### config.mk
export PLATFORM = sky130hd
export DESIGN_NAME = mem_arbiter
export DESIGN_NICKNAME = d
export VERILOG_FILES = /design/src/rtl/mem_arbiter.sv
export SDC_FILE = /design/constraint.sdc
export NUM_CORES = 1
export LEC_CHECK = 0
export ABC_CLOCK_PERIOD_IN_PS = 5200
export CORE_AREA = 2 2 167 169
export DETAILED_ROUTE_END_ITERATION = 16
export DIE_AREA = 0 0 169 171
export PLACE_DENSITY_LB_ADDON = 0.05
export SLEW_MARGIN = 20
export SYNTH_ARGS = -nofsm -noshare
export SYNTH_HDL_FRONTEND = slang
export SYNTH_SLANG_ARGS = --single-unit
### constraint.sdc
create_clock -name clk -period 5.2 [get_ports clk]
set_input_delay 1.56 -clock clk [delete_from_list [all_inputs] [get_ports clk]]
set_output_delay 1.56 -clock clk [all_outputs]
set_load 0.1 [all_outputs]
### src/rtl/mem_arbiter.sv
`default_nettype none
// ============================================================================
// Module      : mem_arbiter
// Description : Two-requester arbiter/sequencer for one shared memory port.
//               Fetch (i_*) and data (d_*) requesters are serialised with
//               round-robin priority over a req/ack handshake. A per-
//               transaction watchdog aborts accesses that the memory never
//               completes.
// Ports       : clk, reset (async, active-low)
//               i_req/i_addr -> i_ack/i_rdata       fetch requester
//               d_req/d_we/d_addr/d_wdata -> d_ack/d_rdata   data requester
//               mem_req/mem_we/mem_addr/mem_wdata   registered memory command
//               mem_rdata/mem_ready                 memory response
//               abort (pulse), timeout_seen (sticky)
// Revision    : 1.0 - initial release
// ============================================================================
module mem_arbiter #(
    parameter int unsigned TIMEOUT = 255
) (
    input  logic        clk,
    input  logic        reset,
    input  logic        i_req,
    input  logic [31:0] i_addr,
    output logic        i_ack,
    output logic [63:0] i_rdata,
    input  logic        d_req,
    input  logic        d_we,
    input  logic [31:0] d_addr,
    input  logic [63:0] d_wdata,
    output logic        d_ack,
    output logic [63:0] d_rdata,
    output logic        mem_req,
    output logic        mem_we,
    output logic [31:0] mem_addr,
    output logic [63:0] mem_wdata,
    input  logic [63:0] mem_rdata,
    input  logic        mem_ready,
    output logic        abort,
    output logic        timeout_seen
);

    typedef enum logic [1:0] {
        ST_IDLE   = 2'd0,
        ST_BUSY_I = 2'd1,
        ST_BUSY_D = 2'd2
    } state_t;

    localparam logic        C_GRANT_I  = 1'b0;
    localparam logic        C_GRANT_D  = 1'b1;
    // Counter value of the final busy cycle before the watchdog fires.
    localparam logic [15:0] C_CNT_LAST = 16'(TIMEOUT - 1);

    state_t      state_q, state_d;
    logic        last_grant_q, last_grant_d;
    logic [15:0] cnt_q, cnt_d;
    logic        mem_req_q, mem_req_d;
    logic        mem_we_q, mem_we_d;
    logic [31:0] mem_addr_q, mem_addr_d;
    logic [63:0] mem_wdata_q, mem_wdata_d;
    logic        timeout_seen_q, timeout_seen_d;

    logic        w_busy;
    logic        w_expire;
    logic        w_done;

    assign w_busy   = (state_q != ST_IDLE);
    // mem_ready wins over the watchdog in the last allowed busy cycle.
    assign w_expire = w_busy && !mem_ready && (cnt_q == C_CNT_LAST);
    assign w_done   = w_busy && (mem_ready || w_expire);

    always_ff @(posedge clk or negedge reset) begin
        if (!reset) begin
            state_q        <= ST_IDLE;
            last_grant_q   <= C_GRANT_I;
            cnt_q          <= 16'd0;
            mem_req_q      <= 1'b0;
            mem_we_q       <= 1'b0;
            mem_addr_q     <= 32'd0;
            mem_wdata_q    <= 64'd0;
            timeout_seen_q <= 1'b0;
        end else begin
            state_q        <= state_d;
            last_grant_q   <= last_grant_d;
            cnt_q          <= cnt_d;
            mem_req_q      <= mem_req_d;
            mem_we_q       <= mem_we_d;
            mem_addr_q     <= mem_addr_d;
            mem_wdata_q    <= mem_wdata_d;
            timeout_seen_q <= timeout_seen_d;
        end
    end

    always_comb begin
        state_d        = state_q;
        last_grant_d   = last_grant_q;
        cnt_d          = cnt_q;
        mem_req_d      = mem_req_q;
        mem_we_d       = mem_we_q;
        mem_addr_d     = mem_addr_q;
        mem_wdata_d    = mem_wdata_q;
        timeout_seen_d = timeout_seen_q;

        case (state_q)
            ST_IDLE: begin
                // Data wins when alone or when fetch held the last grant.
                if (d_req && (!i_req || (last_grant_q == C_GRANT_I))) begin
                    state_d      = ST_BUSY_D;
                    last_grant_d = C_GRANT_D;
                    cnt_d        = 16'd0;
                    mem_req_d    = 1'b1;
                    mem_we_d     = d_we;
                    mem_addr_d   = d_addr;
                    mem_wdata_d  = d_wdata;
                end else if (i_req) begin
                    state_d      = ST_BUSY_I;
                    last_grant_d = C_GRANT_I;
                    cnt_d        = 16'd0;
                    mem_req_d    = 1'b1;
                    mem_we_d     = 1'b0;
                    mem_addr_d   = i_addr;
                    mem_wdata_d  = 64'd0;
                end
            end
            ST_BUSY_I, ST_BUSY_D: begin
                if (w_done) begin
                    state_d   = ST_IDLE;
                    mem_req_d = 1'b0;
                    if (w_expire) begin
                        timeout_seen_d = 1'b1;
                    end
                end else begin
                    cnt_d = cnt_q + 16'd1;
                end
            end
            default: begin
                state_d   = ST_IDLE;
                mem_req_d = 1'b0;
            end
        endcase
    end

    assign i_ack        = (state_q == ST_BUSY_I) && w_done;
    assign d_ack        = (state_q == ST_BUSY_D) && w_done;
    // Read data is forwarded only on a real completion; aborts return 0.
    assign i_rdata      = (i_ack && mem_ready) ? mem_rdata : 64'd0;
    assign d_rdata      = (d_ack && mem_ready) ? mem_rdata : 64'd0;
    assign abort        = w_expire;
    assign timeout_seen = timeout_seen_q;
    assign mem_req      = mem_req_q;
    assign mem_we       = mem_we_q;
    assign mem_addr     = mem_addr_q;
    assign mem_wdata    = mem_wdata_q;

endmodule
`default_nettype wire

==> flow_summary.json <==
{
  "yosysMostFrequentCell": "and2_1",
  "netlist_area_sq_um": 6001,
  "via_per_inst": 4.330,
  "setup-tns-final_ns": 0,
  "maxSlewViolCount": 0,
  "r2r-start": "state_q[0]$_DFFE_PN0P_",
  "syn_to_final_growth_pct": 109.6,
  "holdBufCountCts": 0,
  "layout.cells.non_filler": 1343,
  "worstPathRequired_ns": 3.64,
  "arrival_ns": 3.07,
  "path_class": "in2out",
  "die_y_um": 171,
  "final_area_sq_um": 12580,
  "skew_ns": 0.01983,
  "cts.path.max_buffers": 2,
  "ys_ff_latch": 118,
  "synthAdderAreaFrac": 0.01043,
  "clock.fmax_ghz": 0.2161,
  "leakage_nw": 5.283,
  "wire_per_inst_um": 19.49,
  "netlist-cell-type-count": 46,
  "finalSetupViolCount": 0,
  "ys.flop_type": "dfrtp_1",
  "async_flop_share": 1.000,
  "grt_overflow": 0,
  "post-dp-hpwl_um": 20480,
  "grtUsageTotal": 0.1748,
  "fin_crit_ns": 4.628,
  "maxCapViolations": 0,
  "final_core_util": 0.4604,
  "syn-num-nets": 776,
  "cp_max_fo": 64,
  "antenna_found_initial": 3,
  "wirelength_um": 26170,
  "rsz0062_at_grt": "false",
  "ff2ff_setup_slack_ns": 2.77,
  "cp-endpoint": "i_rdata[18]",
  "drive_above_1_share": 0.1881,
  "status": "finished, final reports clean",
  "grt_max_degree": 72,
  "synth_area_leaders": "dfrtp_1 49%, and2_1 14%, a22o_1 9.6%, mux2i_1 7.2%, nand2_1 3.2%",
  "power.density_nw_per_um2": 663.9,
  "synthMuxAreaShare": 0.07173,
  "dp_cells": 1309,
  "row_count": 61,
  "port_buffers": 427,
  "r2r-end": "cnt_q[10]$_DFFE_PN0P_",
  "clock_latency_ns": 0.42,
  "cts_root_buf": "clkbuf_16",
  "dpl_cell_area_sq_um": 11960,
  "ios": 428,
  "dr.pass1.iters": 6,
  "synth-compound-area-share": 0.1776,
  "initial_core_util": 0.2196,
  "clk_pin_slew_worst_paths_ns": 0.06,
  "cp-startpoint": "mem_ready",
  "ys_warn_count": 0,
  "start_kind": "input pin",
  "drtIter0Drc": 292,
  "synth-simple-area-share": 0.2104,
  "ctsResizeCount": 0,
  "detail-route-antenna-nets": 0,
  "yosysTopAreaCell": "dfrtp_1",
  "dieArea_sq_um": 28900,
  "yosysTopAreaCellShare": 0.4921,
  "ir_worst_vdd_mv": 0.3444,
  "cp-end-kind": "output pin",
  "tightest_slew_ns": 1.050,
  "synthTopCellsByCount": "131 x and2_1, 118 x dfrtp_1, 66 x a22o_1",
  "core_area_sq_um": 27320,
  "max-slew-margin-rel": 0.2981,
  "cts_sinks": 118,
  "hp-class": "reg2reg",
  "fp.dieW_um": 169,
  "syn_area_per_cell_sq_um": 10.47,
  "numCtsBuffers": 17,
  "grt_pass1_wl_um": 37480,
  "synth_xor_area_frac": 0,
  "htreeDepth": 4,
  "drc": 0,
  "syn_inst": 573,
  "fin_crit_sh": 0.8899,
  "num_vias": 5815,
  "gp_congestion": 0.7617,
  "cts_tree": "built",
  "final_hold_viol_count": 0,
  "synth_edf_count": 0,
  "cts_setup_buffers": 0,
  "grt_pass1_vias": 5981,
  "total_power_mw": 8.352,
  "seq_area_frac_synth": 0.4921,
  "synth_top_family_by_area": "simple AND/OR/NAND/NOR gates",
  "rr_worst_depth": 6,
  "final_nets": 1185
}
## cell type report
type | instances | area (sq um)
Clock buffer | 17 | 425.4
Timing Repair Buffer | 436 | 5700
Sequential cell | 118 | 2953
Inverter | 8 | 30.03
Multi-Input combinational cell | 401 | 2841
Antenna cell | 3 | 7.507
Clock inverter | 14 | 188.9
Tap cell | 346 | 432.9
Fill cell | 2564 | 14740
## kinds of logic (layout without fill, tap and decap cells)
kind of cell	after synthesis	count (layout)
AO/OA/AOI/OAI	132	132
adder cells (fa/ha/maj)	5	5
buffers and inverters	54	475
flip-flops	118	118
multiplexers	43	43
other	0	3
AND/OR/NAND/NOR	221	221
## placed cells by master, fill, tap and decap left out, drive strengths merged, types with 4 or more instances in the layout
cell           count
clkdlybuf4s50    295
o21ai             35
buf              141
and3               4
a21oi              6
a22o              66
clkbuf            17
nand3              4
nand2             51
ha                 5
nand2b            11
dfrtp            118
clkinv             4
mux2i             43
and2             132
nand4              6
inv               15
a211oi             7
## through the flow
step                hold WS (ns)  setup slack (ns)
floorplan                 0.4931           0.01683
global placement          0.4600            0.5951
detailed placement        0.4691            0.5905
CTS                       0.4853            0.5894
global route              0.4990            0.4949
finish                    0.4770            0.5723
## power breakdown
group          switching [mW]  internal, mW  total, mW
logic                    4.18          1.41       5.59
registers               0.219          1.31       1.53
clock network           0.469         0.766       1.24
## metal layers
layer	vias up	share of wire	GRT usage
met5	-	0	0
met4	0	0.011	0.05017
met3	16	0.081	0.06153
met2	214	0.53	0.3104
met1	2756	0.38	0.1985
li1	2829	-	-
## worst min path at each step
stage | start | to | slack, ns | cells past startpoint
after floorplan | last_grant_q$_DFFE_PN0P_ | last_grant_q$_DFFE_PN0P_ | 0.49 | 1
after global placement | timeout_seen$_DFFE_PN0P_ | timeout_seen$_DFFE_PN0P_ | 0.46 | 1
after detailed placement | timeout_seen$_DFFE_PN0P_ | timeout_seen$_DFFE_PN0P_ | 0.47 | 1
after CTS | mem_addr[31]$_DFFE_PN0P_ | mem_addr[31]$_DFFE_PN0P_ | 0.49 | 2
after global routing | mem_addr[20]$_DFFE_PN0P_ | mem_addr[20]$_DFFE_PN0P_ | 0.50 | 2
final | mem_addr[30]$_DFFE_PN0P_ | mem_addr[30]$_DFFE_PN0P_ | 0.48 | 2
## sequential cells by signal (all words and copies together), names as in the netlist
register / flops
cnt_q: 16
mem_addr: 32
mem_wdata: 64
timeout_seen: 1
state_q: 2
mem_req: 1
last_grant_q: 1
mem_we: 1
## worst max-delay path: stages
cell and delay [ns]:
clkdlybuf4s50_1 0.56, and3_1 0.23, buf_12 0.25, and2_1 0.24, buf_12 0.19
No activity file was read; power rests on OpenSTA's default activity.
